==> config.mk <==
export PLATFORM = sky130hd
export DESIGN_NAME = indev_capture
export DESIGN_NICKNAME = d
export VERILOG_FILES = /design/src/rtl/indev_capture.sv
export SDC_FILE = /design/constraint.sdc
export NUM_CORES = 1
export LEC_CHECK = 0
export BUFFER_PORTS_ARGS = -buffer_cell sky130_fd_sc_hd__clkbuf_2
export CAP_MARGIN = 20
export CORE_ASPECT_RATIO = 1.1
export CORE_MARGIN = 2
export CORE_UTILIZATION = 35
export DETAILED_ROUTE_END_ITERATION = 12
export PLACE_DENSITY = 0.66
export REMOVE_ABC_BUFFERS = 1
export SLEW_MARGIN = 5
export SYNTH_ARGS = -nofsm -noshare
export SYNTH_HDL_FRONTEND = slang
export SYNTH_SLANG_ARGS = --single-unit
==> constraint.sdc <==
create_clock -name clk -period 2.5 [get_ports clk]
set_clock_uncertainty 0.05 [all_clocks]
set_input_delay 0.25 -clock clk [delete_from_list [all_inputs] [get_ports clk]]
set_output_delay 0.25 -clock clk [all_outputs]
set_load 0.01 [all_outputs]
==> src/rtl/indev_capture.sv <==
// Input-device capture: synchronises in_data, queues accepted changes in a FIFO, raises IRQ while data is queued.
// Optional debounce filter enabled by defining INDEV_DEBOUNCE_EN.
module indev_capture #(
  parameter int DEPTH    = 4,
  parameter int DEBOUNCE = 16
) (
  input  logic        clk,
  input  logic        reset,
  input  logic [31:0] in_data,
  input  logic [3:2]  ADD_I,
  input  logic        WE_I,
  input  logic [31:0] DAT_I,
  output logic [31:0] DAT_O,
  output logic        IRQ
);
  localparam int AW = $clog2(DEPTH);
  localparam int CW = AW + 1;
  localparam logic [CW-1:0] FULL = CW'(DEPTH);

  logic [31:0]   s1, s2, cur;
  logic [31:0]   mem [DEPTH];
  logic [AW-1:0] rd_ptr, wr_ptr;
  logic [CW-1:0] count;
  logic          ie, ovf;
  logic          accept, wr_ctrl, flush, pop, full, store;
  logic          unused_bits;

`ifdef INDEV_DEBOUNCE_EN
  localparam int DW = $clog2(DEBOUNCE) + 1;
  logic [DW-1:0] dcnt;
  logic          stable;

  // s2 is stable on an edge where it reloads the value it already holds
  assign stable = (s1 == s2);
  assign accept = stable && (s2 != cur) && (dcnt == DW'(DEBOUNCE - 1));

  always_ff @(posedge clk) begin
    if (reset || !stable || accept || (s2 == cur)) dcnt <= '0;
    else                                           dcnt <= dcnt + DW'(1);
  end

  assign unused_bits = ^DAT_I[31:2];
`else
  assign accept      = (s2 != cur);
  assign unused_bits = ^{DAT_I[31:2], 32'(DEBOUNCE)};
`endif

  assign wr_ctrl = WE_I && (ADD_I == 2'd1);
  assign flush   = wr_ctrl && DAT_I[1];
  assign pop     = WE_I && (ADD_I == 2'd2) && (count != '0);
  assign full    = (count == FULL);
  // A pop on the same edge frees the slot, so a full FIFO still accepts
  assign store   = accept && (!full || pop);

  always_ff @(posedge clk) begin
    if (reset) begin
      s1     <= '0;
      s2     <= '0;
      cur    <= '0;
      rd_ptr <= '0;
      wr_ptr <= '0;
      count  <= '0;
      ie     <= 1'b0;
      ovf    <= 1'b0;
    end else begin
      s1 <= in_data;
      s2 <= s1;
      if (accept)  cur <= s2;
      if (wr_ctrl) ie  <= DAT_I[0];
      if (flush) begin
        rd_ptr <= '0;
        wr_ptr <= '0;
        count  <= '0;
        ovf    <= 1'b0;
      end else begin
        if (pop)             rd_ptr <= rd_ptr + AW'(1);
        if (store)           wr_ptr <= wr_ptr + AW'(1);
        if (accept && !store) ovf   <= 1'b1;
        count <= count + CW'(store) - CW'(pop);
      end
    end
  end

  always_ff @(posedge clk) begin
    if (!reset && !flush && store) mem[wr_ptr] <= s2;
  end

  always_comb begin
    DAT_O = '0;
    case (ADD_I)
      2'd0: DAT_O = cur;
      2'd1: DAT_O[0] = ie;
      2'd2: if (count != '0) DAT_O = mem[rd_ptr];
      2'd3: begin
        DAT_O[0]       = (count != '0);
        DAT_O[1]       = ovf;
        DAT_O[8 +: CW] = count;
      end
      default: DAT_O = '0;
    endcase
  end

  assign IRQ = ie && (count != '0);
endmodule
# Word-level counts from Yosys, hierarchy flattened

Memories as Yosys holds them, arrays and structs flattened. A register that Yosys moved wholly into a read port is not among the register bits.
Cells that the tools add are included.

Output and inout bits: 33
Logic and storage cells: 45
Bits in registers: 105
Memories kept: 1
RAM bits: 128

Memory list:

| memory | words | width | read ports | clocked after Yosys merged registers in | write ports | line | RTL |
|---|---|---|---|---|---|---|---|
| mem    | 4     | 32    | 1          | 1                                       | 1           | 21   | `logic [31:0] mem [DEPTH];` |

Multiplexer cells: 10
Reductions and logical operators: 17
Add/sub/neg operators: 4
Equality and inequality tests: 5

Operators with widths:

| kind                                           | count |
|---|---|
| case mux 21 bit (2 select lines)               | 1 |
| 2-to-1 mux 32 bit                              | 1 |
| inequality test 32 bit                         | 1 |
| case mux 6 bit (2 select lines)                | 1 |
| logical AND 1 bit                              | 9 |
| case mux 3 bit (3 select lines)                | 1 |
| adder 2 x 1 -> 2 bit (second input constant)   | 2 |
| == test 2 bit (second input constant)          | 2 |
| zero test 1 bit                                | 4 |
| 2-to-1 mux 2 bit                               | 2 |
| case mux 1 bit (4 select lines)                | 1 |
| adder 3 x 1 -> 3 bit                           | 1 |
| == test 3 bit (second input constant)          | 1 |
| case mux 1 bit (3 select lines)                | 1 |
| nonzero test 3 bit                             | 1 |
| subtractor 3 x 1 -> 3 bit                      | 1 |
| == test 2 x 1 -> 1 bit (second input constant) | 1 |
| zero test 2 bit                                | 1 |
| 2-to-1 mux 1 bit                               | 2 |
| OR reduction 2 bit                             | 1 |
| logical OR 1 bit                               | 1 |

# Logic depth before layout (Yosys ltp)

Gate-level depths: netlist of run 1.

Depth after elaboration: 8
Mapped depth: 12

# Worst setup path after synthesis of run 1

No wires, ideal clock.

Path kind: reg-to-reg
From: register count[2]
To: register count[2]
Period minus slack after synthesis: 2.626 ns
Path slack: -0.126 ns
Buffers on the path: 0
Setup time: 0.115 ns
Required time: 2.335 ns
Arrival time: 2.461 ns
Stages on the path, launching flop included: 13
Path through: dfxtp_1 -> o31a_4 -> and2b_4 -> nand2_2 -> a32oi_2 -> inv_1 -> ha_1 -> inv_1 -> ha_1 -> fa_1 -> xnor2_1 -> xnor2_1 -> and2_1

Longest elaborated chain between the ends: 6
Elaborated cells between the ends (all ways): 8

RTL lines:

| what                                                 | line   | RTL |
|---|---|---|
| from (decl)                                          | 23     | `logic [CW-1:0] count;` |
| from (signal assigned)                               | 79     | `count <= count + CW'(store) - CW'(pop);` |
| == test 3 bit or nonzero test 3 bit (tied branches)  | 51, 50 |  |
| zero test 1 bit or logical AND 1 bit (tied branches) | 53, 50 |  |
| logical OR 1 bit                                     | 53     | `assign store = accept && (!full \|\| pop);` |
| logical AND 1 bit                                    | 53     |  |
| adder 3 x 1 -> 3 bit                                 | 79     |  |
| subtractor 3 x 1 -> 3 bit *                          | 79     |  |

Every way passes the cells marked *; elsewhere a longest branch is shown, timed or not.
A chain may end at the register's enable or synchronous reset.

# Worst setup path in the final report of run 1

From: register s2[6]
To: register count[2]

Longest elaborated chain between the ends: 4

RTL lines:

| what                      | line | RTL |
|---|---|---|
| from (decl)               | 20   | `logic [31:0] s1, s2, cur;` |
| from (signal assigned)    | 58   | `s2 <= '0;` |
| from (signal assigned)    | 67   | `s2 <= s1;` |
| inequality test 32 bit    | 44   | `assign accept = (s2 != cur);` |
| logical AND 1 bit         | 53   |  |
| adder 3 x 1 -> 3 bit      | 79   |  |
| subtractor 3 x 1 -> 3 bit | 79   |  |

No other way between the ends.

==> flow_summary_export.csv, run 1 <==
group,metric,value,unit
worst_setup_path,cp_num_buf_inv,3,
floorplan,ios,102,
drt,wl_met3,936,um
clock_network,ctsLongestPathBuffers,3,
synth,synth_common_cells,"128 x edfxtp_1, 107 x dfxtp_1, 101 x nor2b_1",
floorplan,dieHeight,167,um
clock_network,cts_root_buf,"clkbuf_16",
clock_network,cts_sinks,235,
global_routing,grt_max_degree,98,
sta,max_clock_freq,398,MHz
drt,first_iter_violations,270,
synth,ys_seq_elements,235,
power,seqPwrFrac,49.4,%
sta,hold_viol_final,0,
synth,netlist_instances,526,
outcome,status,"complete, but fails checks",
power,clkPwrFrac,36.2,%
worst_setup_path,worst_r2r_path_depth,13,
clock_network,cts.reportedPaths.clkPinSlew,0.06,ns
synth,synth.area.top_cells,"edfxtp_1 45%, dfxtp_1 25%, mux4_2 8.5%, nor2b_1 7.5%, xnor2_1 3.7%",
cells_and_area,fin_nets,760,
synth,yosysMostFrequentCell,"edfxtp_1",
global_routing,grt_util_all_layers,13.4,%
floorplan,die-area,0.0255,mm^2
power,p_switching,2.14,mW
clock_network,htreeDepth,1,
floorplan,rows,59,
synth,syn_area,0.00848,mm^2
sta,rsz0062_at_grt,"true",
drt,met2_length,8710,um
worst_setup_path,path_common_cell,"xnor2_1",
sta,worst_slack,-0.0104,ns
synth,syn_area_per_cell,16.1,um^2
global_routing,antenna_found_initial,0,
worst_setup_path,critPathKind,"register to register",
synth,yosysTopAreaCellShare,45.3,%
global_routing,grt_pass1_wl,26700,um
cells_and_area,drive_gt1_share,31.7,%
sta,timing.hold.ws,0.146,ns
worst_setup_path,crit_cells,13,
drt,wire_per_inst,17.2,um
placement,dpl.hpwl,10300,um
clock_network,cts_tree,"yes",
cells_and_area,antennaDiodeCount,0,
sta,fin_crit_sh,100,%
sta,max_slew_margin,69.2,%
synth,synth_top_flop_cell,"edfxtp_1",
clock_network,clk_latency,0.50,ns
worst_setup_path,cp_slowest_stage_delay,0.41,ns
clock_network,numCtsBuffers,23,
synth,synth_cell_types,32,
power,power,9.30,mW
worst_setup_path,start_kind,"register",
floorplan,die_w,152,um
worst_setup_path,crit_chain,"xnor2_1, nand4_1, nor4_2, buf_4, a32oi_2, inv_1, ha_1, inv_1, ha_2, fa_2, xnor2_1, xnor2_1, and2_1",
power,internal-power,7.17,mW
worst_setup_path,crit_slowest_cell,"dfxtp_1",
power,combinationalPowerShare,14.4,%
power,p_per_area,862,mW/mm^2
sta,max_slew.worst_pin.slew,0.462,ns
synth,ys_seq_area_share,70.6,%
drt,antenna_left,0,
worst_setup_path,cp.arrival,2.86,ns
drt,drc,0,
drt,viasPerCell,4.64,
run,cap_violations,0,
synth,synth-edff-count,128,
global_routing,overflow,0,
synth,synth_largest_area_cell,"edfxtp_1",
placement,routabilityCongestion,0.753,
sta,setup_viol,1,
drt,vias,4666,
placement,io_buffers,71,
synth,synthArstFlopShare,0,%
drt,drt_first_pass_iters,4,
synth,ys.warnings.count,0,
outcome,violations,"setup timing",
sta,drv_slew,0,
worst_setup_path,cp-end-kind,"register",
drt,drt-met1-wl,7450,um
worst_setup_path,path_delay_family,"simple AND/OR/NAND/NOR gates",
global_routing,first_global_vias,4821,
worst_hold_path,hold_depth,3,
worst_setup_path,critPathMaxFanout,6,
worst_setup_path,crit_required,2.85,ns
power,peakVddDrop,0.504,mV
worst_hold_path,hold_class,"input port to register",
floorplan,start_util,35.8,%
power,p_leak,3.97,nW
power,swShare,23.0,%
floorplan,coreArea,0.0237,mm^2
sta,fin_crit,2.51,ns
cells_and_area,synthToLayoutAreaGrowth,27.3,%
drt,top_layer_used,"met4",
drt,wirelength,17300,um
[metrics by stage]
step                      setup slack (ns)  instances  TNS, ns  cell area (um^2)  utilization (%)
after floorplan                     -0.327        501   -30.08              8370                -
after global placement              -0.145        919   -0.145              9500             40.1
after detailed placement            -0.201        919   -0.250              9500             40.1
after CTS                          -0.0654        996  -0.0654             10700             45.1
after global routing                -0.138       1006   -0.205             10800             45.5
final                              -0.0104       1006  -0.0104             10800             45.5
[power groups by stage]
stage                     sequential [mW]  clock [mW]  combinational, mW
after CTS                            4.60        3.46               1.34
after detailed placement             4.67           0               1.26
final                                4.59        3.37               1.34
after floorplan                      4.68           0              0.676
after global routing                 4.62        3.61               1.47
after global placement               4.64           0               1.23
[tightest hold or removal path, cell delays in order]
cell	delay, ns
clkbuf_2	0.14
a221oi_1	0.10
o21a_1	0.16
[path summary, 6_finish.rpt]
check	slack [ns]	start	end
max	-0.01	s2[6]	count[2]
min	0.15	WE_I	ovf
max reg2reg	-0.01	s2[6]	count[2]
min reg2reg	0.38	s1[15]	s2[15]
[registers in the layout, summed over array words and instances (netlist names), named ones only]
signal  count
ovf         1
s2         32
mem       128
wr_ptr      2
s1         32
rd_ptr      2
cur        32
count       3
ie          1
[cell type report]
| cell class | instances | area (um^2) |
|---|---|---|
| Timing Repair Buffer | 158 | 1210 |
| Clock buffer | 34 | 627 |
| Tap cell | 305 | 382 |
| Fill cell | 2052 | 12900 |
| Multi-Input combinational cell | 259 | 2420 |
| Sequential cell | 235 | 6010 |
| Clock inverter | 8 | 115 |
| Inverter | 7 | 26.3 |
[per-layer routing]
layer  global-route usage, %  vias to the layer above
met1                    17.8                     2300
met4                    3.33                        0
met3                    2.25                       19
met5                       0                        -
li1                        -                     2232
met2                    23.1                      115
[cell families after synthesis]
logic type / after synthesis / share of synthesized area, %
AO/OA/AOI/OAI: 43 / 4.16
XOR/XNOR: 36 / 3.72
adder cells (fa/ha/maj): 7 / 1.12
buffers and inverters: 32 / 1.62
flip-flops: 235 / 70.6
multiplexers: 35 / 8.85
AND/OR/NAND/NOR: 138 / 9.92
[cell usage in the layout, fill, tap and decap left out, drive strengths merged, types with 7 or more instances in the layout]
cell and n:
dfxtp 107, buf 54, nand4 8, clkbuf 104, a22o 27, nor2b 101
inv 8, dlygate4sd3 33, mux4 32, xnor2 36, edfxtp 128, nand2 7
[repair_timing]
action / 4_1_cts / 5_1_grt
resized for setup: 20 / 10
endpoints found under the setup margin: 4 / 4
hold buffers: 33 / 0
pin swaps: 11 / 2
endpoints found under the hold margin: 33 / 0
buffers inserted: 1 / 10
gates cloned: 1 / 0
(Power assumes the default switching activity.)
==> run 2, diff against run 1 <==
Settings changed: PLACE_DENSITY 0.66 to unset.
==> flow_summary_export.csv, run 2 (same netlist as run 1, synthesis figures left out) <==
group,metric,value,unit
outcome,status,"complete, but fails checks",
power,power,9.32,mW
power,p_switching,2.20,mW
worst_setup_path,cp.arrival,2.95,ns
floorplan,die_w,152,um
worst_setup_path,worst_r2r_path_depth,13,
sta,max_clock_freq,385,MHz
power,p_leak,3.97,nW
sta,hold_viol_final,0,
cells_and_area,final_cell_area,0.0108,mm^2
cells_and_area,final_cells,1004,
sta,setup_viol,2,
placement,placedCellCount,922,
worst_setup_path,crit_chain,"xnor2_2, nand4_1, nor4_2, buf_4, a32oi_2, inv_1, ha_1, inv_1, ha_2, fa_2, xnor2_2, xnor2_1, and2_1",
global_routing,grt_max_degree,98,
clock_network,cts_root_buf,"clkbuf_16",
sta,fin_crit_sh,104,%
power,seqPwrFrac,49.2,%
clock_network,cts.reportedPaths.clkPinSlew,0.06,ns
worst_hold_path,hold_class,"input port to register",
placement,io_buffers,71,
clock_network,ctsLongestPathBuffers,3,
cells_and_area,fin_nets,758,
worst_setup_path,rrSetupSlack,-0.1,ns
sta,rsz0062_at_grt,"true",
floorplan,die-area,0.0255,mm^2
drt,drc,0,
worst_setup_path,path_delay_family,"adder cells",
clock_network,numCtsBuffers,23,
drt,wire_per_inst,17.2,um
cells_and_area,synthToLayoutAreaGrowth,27.1,%
drt,first_iter_violations,219,
cells_and_area,antennaDiodeCount,0,
power,p_per_area,865,mW/mm^2
worst_setup_path,critPathMaxFanout,2,
drt,wirelength,17200,um
clock_network,cts_sinks,235,
run,cap_violations,0,
clock_network,clk_latency,0.51,ns
global_routing,antenna_found_initial,0,
floorplan,ios,102,
cells_and_area,final_common_cell,"edfxtp_1",
global_routing,overflow,0,
worst_setup_path,crit_required,2.85,ns
worst_setup_path,endpoint,"count[2]",
drt,antenna_left,0,
worst_setup_path,setup.worst_path.start,"cur[28]",
cells_and_area,drive_gt1_share,30.6,%
outcome,violations,"setup timing",
global_routing,grt_pass1_wl,27200,um
worst_hold_path,hold_start,"WE_I",
worst_setup_path,r2r-start,"cur[28]",
drt,drt_first_pass_iters,4,
worst_setup_path,regToRegEndpoint,"count[2]",
worst_setup_path,cp_slowest_stage_delay,0.40,ns
power,clkPwrFrac,36.1,%
drt,vias,4676,
drt,viasPerCell,4.66,
power,internal-power,7.11,mW
worst_setup_path,critPathKind,"register to register",
power,swShare,23.7,%
sta,fin_crit,2.60,ns
sta,max_slew.worst_pin.slew,0.484,ns
worst_setup_path,start_kind,"register",
placement,routabilityCongestion,0.749,
floorplan,coreArea,0.0237,mm^2
cells_and_area,layout_common_cells,"128 x edfxtp_1, 101 x nor2b_1, 98 x dfxtp_1",
sta,worst_slack,-0.0964,ns
floorplan,start_util,35.8,%
cells_and_area,largest_register_ffs,128,
clock_network,cts_tree,"yes",
global_routing,first_global_vias,5023,
clock_network,htreeDepth,1,
floorplan,rows,59,
worst_hold_path,hold_depth,3,
power,peakVddDrop,0.412,mV
power,combinationalPowerShare,14.7,%
placement,dpl.hpwl,10300,um
sta,max_slew_margin,67.8,%
sta,drv_slew,0,
worst_setup_path,crit_cells,13,
placement,place_area,0.00959,mm^2
global_routing,grt_util_all_layers,13.6,%
floorplan,dieHeight,167,um
worst_setup_path,cp-end-kind,"register",
cells_and_area,largest-register,"mem",
worst_setup_path,crit_slowest_cell,"dfxtp_1",
worst_setup_path,cp_num_buf_inv,3,
## run 2: cell types whose count changed in the layout (fill, tap and decap cells not counted), sizes merged
| cell | before | now |
|---|---|---|
| buf | 54 | 53 |
| bufbuf | 1 | 0 |
| bufinv | 3 | 2 |
| clkbuf | 104 | 101 |
| clkinv | 4 | 6 |
| clkinvlp | 0 | 2 |
## run 2: layout make-up
| cell class | instances | area [um^2] |
|---|---|---|
| Inverter | 7 | 26.3 |
| Fill cell | 2050 | 12900 |
| Multi-Input combinational cell | 259 | 2410 |
| Timing Repair Buffer | 156 | 1220 |
| Tap cell | 305 | 382 |
| Sequential cell | 235 | 6000 |
| Clock buffer | 31 | 626 |
| Clock inverter | 11 | 114 |
## run 2: power groups by stage
| stage | clock network [mW] | registers, mW | logic [mW] |
|---|---|---|---|
| after global placement | 0 | 4.64 | 1.30 |
| after global routing | 3.61 | 4.61 | 1.50 |
| after CTS | 3.46 | 4.59 | 1.38 |
| after floorplan | 0 | 4.68 | 0.676 |
| after detailed placement | 0 | 4.67 | 1.31 |
| final | 3.36 | 4.58 | 1.37 |
## run 2: metal layers
layer | global-route usage [%] | share of wire [%] | vias to the layer above
li1 | - | - | 2230
met5 | 0 | 0 | -
met4 | 3.94 | 1.7 | 0
met2 | 23.2 | 49 | 89
met3 | 2.25 | 3.9 | 25
met1 | 17.9 | 45 | 2332
## run 2: worst register-to-register path, stage by stage, from the launching register on
cell	delay, ns
dfxtp_1	0.40
xnor2_2	0.14
nand4_1	0.18
nor4_2	0.34
buf_4	0.17
a32oi_2	0.05
inv_1	0.08
ha_1	0.13
inv_1	0.04
ha_2	0.17
fa_2	0.36
xnor2_2	0.15
xnor2_1	0.11
and2_1	0.13
## run 2: repair_timing
| item | CTS | global route |
|---|---|---|
| gates cloned | 0 | 0 |
| setup buffers | 1 | 6 |
| resized for setup | 8 | 10 |
| endpoints found under the setup margin | 2 | 4 |
| endpoints found under the hold margin | 33 | 0 |
| hold buffers | 33 | 0 |
| pin swaps | 5 | 7 |
## run 2: how the worst min path moves through the flow
stage,end,slack (ns)
after floorplan,cur[0],0.27
after global placement,s2[15],0.37
after detailed placement,s2[28],0.37
after CTS,ovf,0.12
after global routing,ovf,0.14
final,ovf,0.14
## run 2: through the flow
step                      hold WS, ns  setup TNS, ns  util, %  setup WS, ns
after floorplan                 0.272         -30.08        -        -0.327
final                           0.145         -0.124     45.5       -0.0964
after global routing            0.145         -0.450     45.5        -0.274
after global placement          0.368         -0.385     40.5        -0.268
after CTS                       0.124         -0.216     45.1        -0.153
after detailed placement        0.370         -0.387     40.5        -0.284
==> run 3, diff against run 2 <==
Clock period 2.5 ns to 2.8 ns, I/O delays scaled along.
==> flow_summary_export.csv, run 3 (same netlist as run 1, synthesis figures left out) <==
group,metric,value,unit
drt,viasPerCell,4.69,
floorplan,coreArea,0.0237,mm^2
cells_and_area,final_cells,975,
sta,rsz0062_at_grt,"true",
worst_hold_path,hold_depth,3,
power,p_per_area,773,mW/mm^2
global_routing,first_global_vias,4933,
floorplan,ios,102,
sta,fin_crit,2.66,ns
sta,worst_slack,0.145,ns
drt,vias,4576,
clock_network,ctsLongestPathBuffers,3,
drt,first_iter_violations,230,
placement,routabilityCongestion,0.756,
drt,drt_first_pass_iters,4,
floorplan,die_w,152,um
placement,placedCellCount,899,
global_routing,grt_util_all_layers,13.3,%
placement,dpl.hpwl,10100,um
sta,drv_slew,0,
global_routing,grt_pass1_wl,26700,um
placement,place_area,0.00939,mm^2
clock_network,cts_tree,"yes",
global_routing,overflow,0,
clock_network,cts.reportedPaths.clkPinSlew,0.06,ns
clock_network,cts_root_buf,"clkbuf_16",
sta,setup_viol,0,
sta,max_clock_freq,377,MHz
sta,timing.hold.ws,0.0177,ns
power,peakVddDrop,0.381,mV
placement,dp_slack,-0.0955,ns
sta,max_slew.worst_pin.slew,0.719,ns
cells_and_area,final_common_cell,"edfxtp_1",
floorplan,die-area,0.0255,mm^2
drt,drc,0,
worst_setup_path,critPathMaxFanout,6,
global_routing,antenna_found_initial,0,
drt,wire_per_inst,17.3,um
cells_and_area,final_cell_area,0.0105,mm^2
cells_and_area,fin_nets,730,
cells_and_area,largest-register,"mem",
floorplan,dieHeight,167,um
sta,max_slew_margin,52.1,%
cells_and_area,layout_common_cells,"128 x edfxtp_1, 101 x nor2b_1, 86 x dfxtp_1",
worst_setup_path,worst_r2r_path_depth,13,
placement,io_buffers,71,
global_routing,grt_max_degree,63,
drt,antenna_left,0,
cells_and_area,antennaDiodeCount,0,
clock_network,htreeDepth,1,
worst_setup_path,cp.arrival,2.99,ns
worst_setup_path,crit_required,3.13,ns
cells_and_area,drive_gt1_share,29.4,%
clock_network,numCtsBuffers,23,
clock_network,clk_latency,0.49,ns
cells_and_area,synthToLayoutAreaGrowth,24.4,%
sta,fin_crit_sh,94.8,%
worst_setup_path,start_kind,"register",
run,cap_violations,0,
clock_network,cts_sinks,235,
cells_and_area,largest_register_ffs,128,
worst_setup_path,cp-end-kind,"register",
worst_setup_path,critPathKind,"register to register",
floorplan,start_util,35.8,%
power,p_leak,3.81,nW
sta,hold_viol_final,0,
floorplan,rows,59,
drt,wirelength,16800,um
outcome,status,"complete, no violations",
worst_hold_path,hold_class,"input port to register",
run 3: repair_timing:
item | 4_1_cts | 5_1_grt
setup endpoints to repair | 1 | 1
hold buffers | 31 | 0
resized for setup | 8 | 26
hold endpoints to repair | 31 | 0
buffers inserted | 0 | 4
pin swaps | 2 | 4
run 3: area by class of cell:
type,count,area [um^2]
clock buffers,31,636
clock inverters,10,80.1
fillers,2087,13200
inverters,7,26.3
multi-input cells,259,2420
flip-flops and latches,235,6020
well taps,305,382
repair buffers,128,976
run 3: report_power, final:
part	leakage (nW)	total, mW	switching, mW	internal (mW)
Combinational	1.37	1.15	0.590	0.556
Clock	0.346	2.89	1.21	1.68
Sequential	2.09	4.12	0.132	3.98
Total	3.81	8.15	1.93	6.22
run 3: worst paths after layout:
check | from | endpoint | slack, ns
max | s2[23] | count[2] | 0.14
min | DAT_I[0] | ie | 0.02
max reg2reg | s2[23] | count[2] | 0.14
min reg2reg | s1[26] | s2[26] | 0.38
run 3: stage by stage:
step	power (mW)	utilization, %	setup TNS [ns]
floorplan	4.78	-	-0.0266
global placement	5.25	39.6	0
detailed placement	5.30	39.6	-0.0955
CTS	8.24	44.0	0
global route	8.52	44.5	-0.0398
finish	8.15	44.5	0
run 3: metal layers:
| metal | part of all wire [%] | global-route usage (%) | up-vias |
|---|---|---|---|
| li1 | - | - | 2179 |
| met1 | 45 | 17.6 | 2284 |
| met2 | 49 | 22.9 | 90 |
| met3 | 4.0 | 2.12 | 23 |
| met4 | 1.5 | 3.17 | 0 |
| met5 | 0 | 0 | - |
run 3: worst max-delay path, cell delays in order, from the launching register on:
cell and delay (ns):
dfxtp_1 0.43, xnor2_1 0.15, nand4_1 0.21, nor4_2 0.29, buf_4 0.16, a32oi_2 0.06, inv_1 0.07, ha_1 0.11
inv_1 0.04, ha_2 0.17, fa_2 0.39, xnor2_2 0.15, xnor2_1 0.12, and2_1 0.15
